File: config.mk
export PLATFORM = sky130hd
export DESIGN_NAME = uart_tx_fifo
export DESIGN_NICKNAME = d
export VERILOG_FILES = /design/src/rtl/uart_tx_fifo_pkg.sv /design/src/rtl/uart_baud_tick.sv /design/src/rtl/uart_tx_fifo.sv
export SDC_FILE = /design/constraint.sdc
export NUM_CORES = 1
export LEC_CHECK = 0
export ABC_CLOCK_PERIOD_IN_PS = 3300
export BUFFER_PORTS_ARGS = -buffer_cell sky130_fd_sc_hd__clkbuf_2
export CORE_MARGIN = 2
export CORE_UTILIZATION = 35
export DETAILED_ROUTE_END_ITERATION = 10
export GPL_TIMING_DRIVEN = 0
export PLACE_DENSITY = 0.63
export SLEW_MARGIN = 20
export SYNTH_ARGS = -nofsm -noshare
export SYNTH_HDL_FRONTEND = slang
export SYNTH_SLANG_ARGS = --single-unit
File: constraint.sdc
create_clock -name clk -period 3.3 [get_ports clk]
set_input_delay 0.66 -clock clk [delete_from_list [all_inputs] [get_ports clk]]
set_output_delay 0.66 -clock clk [all_outputs]
set_load 0.02 [all_outputs]
File: src/rtl/uart_tx_fifo_pkg.sv
// rtl/uart_tx_fifo_pkg.sv - shared UART state encoding and baud divider defaults
package uart_tx_fifo_pkg;

  typedef enum logic [1:0] {
    S_IDLE  = 2'd0,
    S_START = 2'd1,
    S_DATA  = 2'd2,
    S_STOP  = 2'd3
  } state_t;

  localparam int CLK_HZ    = 100_000_000;
  localparam int BAUD_RATE = 115_200;

  // Rounded clock-cycles-per-bit; the receiver derives its divider the same way.
  function automatic int baud_div(input int clk_hz, input int baud);
    return (clk_hz + baud / 2) / baud;
  endfunction

  localparam int DEFAULT_BAUD_DIV = baud_div(CLK_HZ, BAUD_RATE);

endpackage

File: src/rtl/uart_baud_tick.sv
// rtl/uart_baud_tick.sv - bit-period counter emitting a one-cycle tick at BAUD_DIV-1
module uart_baud_tick
  import uart_tx_fifo_pkg::*;
#(
  parameter int BAUD_DIV = DEFAULT_BAUD_DIV,
  parameter int PRELOAD  = 0,
  localparam int CW      = (BAUD_DIV > 1) ? $clog2(BAUD_DIV) : 1
) (
  input  logic clk,
  input  logic rst,
  input  logic clear,
  output logic tick
);

  logic [CW-1:0] count;

  // Count 0..BAUD_DIV-1 and wrap; clear reloads PRELOAD (0 for TX, half period for RX).
  always_ff @(posedge clk) begin
    if (rst || clear) begin
      count <= CW'(PRELOAD);
    end else if (count == CW'(BAUD_DIV - 1)) begin
      count <= '0;
    end else begin
      count <= count + CW'(1);
    end
  end

  assign tick = (count == CW'(BAUD_DIV - 1)) && !clear;

endmodule

File: src/rtl/uart_tx_fifo.sv
// rtl/uart_tx_fifo.sv - asynchronous serial transmitter draining a fall-through FIFO
module uart_tx_fifo
  import uart_tx_fifo_pkg::*;
#(
  parameter int DATA_WIDTH = 8,
  parameter int BAUD_DIV   = DEFAULT_BAUD_DIV,
  parameter int STOP_BITS  = 1
) (
  input  logic                  clk,
  input  logic                  rst,
  input  logic                  enable,
  input  logic                  fifo_empty,
  input  logic [DATA_WIDTH-1:0] fifo_data,
  output logic                  fifo_dequeue,
  output logic                  tx,
  output logic                  busy
);

  localparam int BW = $clog2(DATA_WIDTH + 1);

  state_t                state, state_next;
  logic [DATA_WIDTH-1:0] shift, shift_next;
  logic [BW-1:0]         bit_cnt, bit_cnt_next;
  logic                  tx_next, busy_next;
  logic                  tick, baud_clear;

  // New frames start only from IDLE; held off during reset so nothing is popped then.
  assign fifo_dequeue = (state == S_IDLE) && enable && !fifo_empty && !rst;

  // Baud phase is held at zero in IDLE so every frame is aligned to its dequeue.
  assign baud_clear = (state == S_IDLE);

  uart_baud_tick #(
    .BAUD_DIV(BAUD_DIV),
    .PRELOAD (0)
  ) u_baud (
    .clk  (clk),
    .rst  (rst),
    .clear(baud_clear),
    .tick (tick)
  );

  // Next-state, shift and bit-count logic; tx/busy are derived from the next state.
  always_comb begin
    state_next   = state;
    shift_next   = shift;
    bit_cnt_next = bit_cnt;
    case (state)
      S_IDLE: begin
        if (fifo_dequeue) begin
          state_next = S_START;
          shift_next = fifo_data;
        end
      end
      S_START: begin
        if (tick) begin
          state_next   = S_DATA;
          bit_cnt_next = '0;
        end
      end
      S_DATA: begin
        if (tick) begin
          shift_next = shift >> 1;
          if (bit_cnt == BW'(DATA_WIDTH - 1)) begin
            state_next   = S_STOP;
            bit_cnt_next = '0;
          end else begin
            bit_cnt_next = bit_cnt + BW'(1);
          end
        end
      end
      S_STOP: begin
        if (tick) begin
          if (bit_cnt == BW'(STOP_BITS - 1)) begin
            state_next = S_IDLE;
          end else begin
            bit_cnt_next = bit_cnt + BW'(1);
          end
        end
      end
      default: state_next = S_IDLE;
    endcase

    case (state_next)
      S_START: tx_next = 1'b0;
      S_DATA:  tx_next = shift_next[0];
      default: tx_next = 1'b1;
    endcase
    busy_next = (state_next != S_IDLE);
  end

  // State register with registered line outputs; reset aborts any frame in flight.
  always_ff @(posedge clk) begin
    if (rst) begin
      state   <= S_IDLE;
      shift   <= '0;
      bit_cnt <= '0;
      tx      <= 1'b1;
      busy    <= 1'b0;
    end else begin
      state   <= state_next;
      shift   <= shift_next;
      bit_cnt <= bit_cnt_next;
      tx      <= tx_next;
      busy    <= busy_next;
    end
  end

endmodule

==> summary.txt <==
async set or reset register ratio after synthesis -> 0
Core Area -> 3720 um^2
Power Dens Cells -> 399 nW/um^2
Worst setup EP type -> output port
Most used DFF post-synth -> dfxtp_1
Synth area leaders -> dfxtp_1 38%, nor2_1 7.4%, ha_1 6.4%
CTS Buf Count -> 3
share of layout cells above drive strength 1 -> 0.146
Root Buffer -> clkbuf_8
fin area -> 1570 um^2
Area growth syn-to-layout -> 14.7%
port bufs -> 13
filler cell count -> 372
worst reg2reg endpoint -> shift[5]
vias per inst -> 5.19
CP required -> 2640 ps
fin crit share -> 0.780
status -> finished clean
Post-DRT Antenna Nets -> 0
DR WL/cell -> 11.9 um
Placer Congestion -> 0.792
# Post-CTS Setup Buffers -> 0
CTS tree -> built
Final setup viols -> 0
Yosys top cell area share -> 0.380
H-tree Lvls -> 1
CTS max path bufs -> 2
Nets -> 191
final hold slack -> 466 ps
CTS hold repair buffers -> 0
hold path endpoint -> u_baud.count[0]
reg-to-reg slack, setup -> 740 ps
Hold Path Class -> reg2reg
TNS Setup -> 0 ps
initial antenna violation count -> 0
CP top delay family -> buffers and inverters
DRT Pass-1 Iters -> 4
die area -> 4430 um^2
Setup CP Type -> reg2out
vias in the first global route -> 1,043
relative slew slack -> 0.512
number of library cell types mapped by synthesis -> 42
synth warn -> 0
register area share after synthesis -> 0.380
Tot Pwr -> 626 uW
RSZ-0062 raised after global routing -> no
synthesized instance count -> 154
max-cap violations -> 0
CP arrival -> 1910 ps
clk sink count -> 26
Hold Path Origin -> u_baud.count[0]
Routed met2 length -> 1.22 mm
DRT iter0 DRCs -> 57
worst-skew pair later-pin latency -> 270 ps
IO Count -> 15
Max Slew Vio Count -> 0
crit-path max FO -> 10
gr usage total -> 0.134
Max Clock Skew -> 2.99 ps
final wirelength -> 2.61 mm
DIE HEIGHT -> 66.5 um
M1 WL -> 1.28 mm
Final Hold Fails -> 0
metal3 WL -> 80 um
highest-delay cell along the critical path -> dfxtp_1
antenna cells -> 0
hold-critical path depth -> 1
starting density of the core -> 0.368
CP max stage delay -> 350 ps
fin crit period -> 2570 ps
EDFF count, synth -> 0
Chip Width -> 66.5 um
Least-Margin Pin Slew -> 727 ps
synthesized cell area -> 1370 um^2
Synth area leader -> dfxtp_1
largest net degree at the start of global routing -> 16
max layer used -> met4
CTS clk-pin slew, worst paths -> 90 ps
Post-DP HPWL -> 1.94 mm
Critical Path Start Type -> flip-flop
row count -> 22
DP Area -> 1490 um^2
multi-input logic area -> 793 um^2
Reg2Reg Depth -> 9
syn avg cell area -> 8.89 um^2
CP bufs+invs -> 4
most frequent cell after synthesis -> nor2_1
worst IR drop on VDD -> 0.000227 V
Reg2Reg Launch Point -> state[0]
Static Leak -> 0.000564 uW
grt ovf -> 0
sequential cell area -> 520 um^2
DRC Markers -> 0
Cell Chain, Critical Path -> inv_1 > ha_1 > nand4bb_1 > inv_2 > clkbuf_1 > clkbuf_2
global-route wire length before repair -> 4.62 mm
Post-CTS Resized -> 0
Highest Clock Rate -> 389 MHz
vias -> 1,137
syn_nets -> 173
top cells by count, synth -> 27 x nor2_1, 26 x dfxtp_1, 7 x a211oi_1, 7 x a21oi_1, 7 x ha_1
register bit total from synthesis -> 26
[per-stage QoR]
step,util,instances,worst slack [ps]
after global placement,0.402,215,773
after floorplan,-,154,973
after detailed placement,0.402,215,758
after global routing,0.423,219,465
final,0.423,219,726
after CTS,0.421,219,717
[flip-flops by register name, summed over array words and instances (netlist names)]
| register | cells |
|---|---|
| bit_cnt | 4 |
| shift | 8 |
| busy | 1 |
| state | 2 |
| u_baud.count | 10 |
| tx | 1 |
[worst max-delay path by stage]
stage              from           end  slack (ps)  cells after the start
5_1_grt        state[0]      shift[5]         470                      9
3_3_place_gp   state[0]      shift[6]         770                      9
6_report       state[1]  fifo_dequeue         730                      6
2_1_floorplan  state[0]    bit_cnt[3]         970                      8
4_1_cts        state[1]  fifo_dequeue         720                      6
3_5_place_dp   state[0]      shift[5]         760                      9
[power by group]
part	leakage (uW)	internal, uW	total [uW]	switching, uW
registers	0.000211	320	323	3.41
clock network	0.0000357	162	258	96.2
logic	0.000318	19.3	44.2	24.8
total	0.000564	502	626	124
[per-layer routing]
metal  track usage  up-vias
li1              -      595
met1         0.186      526
met2         0.201       11
met3        0.0405        5
met4        0.0383        0
met5             0        -
[cell families (layout without fill, tap and decap cells)]
| group | after synthesis | in the layout | synth area share |
|---|---|---|---|
| simple gates | 64 | 64 | 0.269 |
| compound gates | 36 | 36 | 0.191 |
| mux | 1 | 1 | 0.00731 |
| fa+ha+maj | 7 | 7 | 0.0640 |
| flops | 26 | 26 | 0.380 |
| xor+xnor | 7 | 7 | 0.0448 |
| buf+inv | 13 | 30 | 0.0439 |
[layout make-up]
| type | instances | area share |
|---|---|---|
| well taps | 48 | 0.0382 |
| inverters | 7 | 0.0167 |
| clock buffers | 3 | 0.0263 |
| repair buffers | 13 | 0.0414 |
| flip-flops and latches | 26 | 0.331 |
| plain buffers | 6 | 0.0215 |
| multi-input cells | 115 | 0.505 |
| clock inverters | 1 | 0.0191 |
[placed cells by master, fill, tap and decap left out, types with 5 or more instances in the layout]
master    Yosys  routed
a22oi_1       6       6
nand3_1       5       5
inv_1         5       5
nor2_1       27      27
clkbuf_2      0      13
dfxtp_1      26      26
a21oi_1       7       7
nor3_1        5       5
ha_1          7       7
nand2_1       6       6
a211oi_1      7       7
No activity file was read; power rests on OpenSTA's default activity.
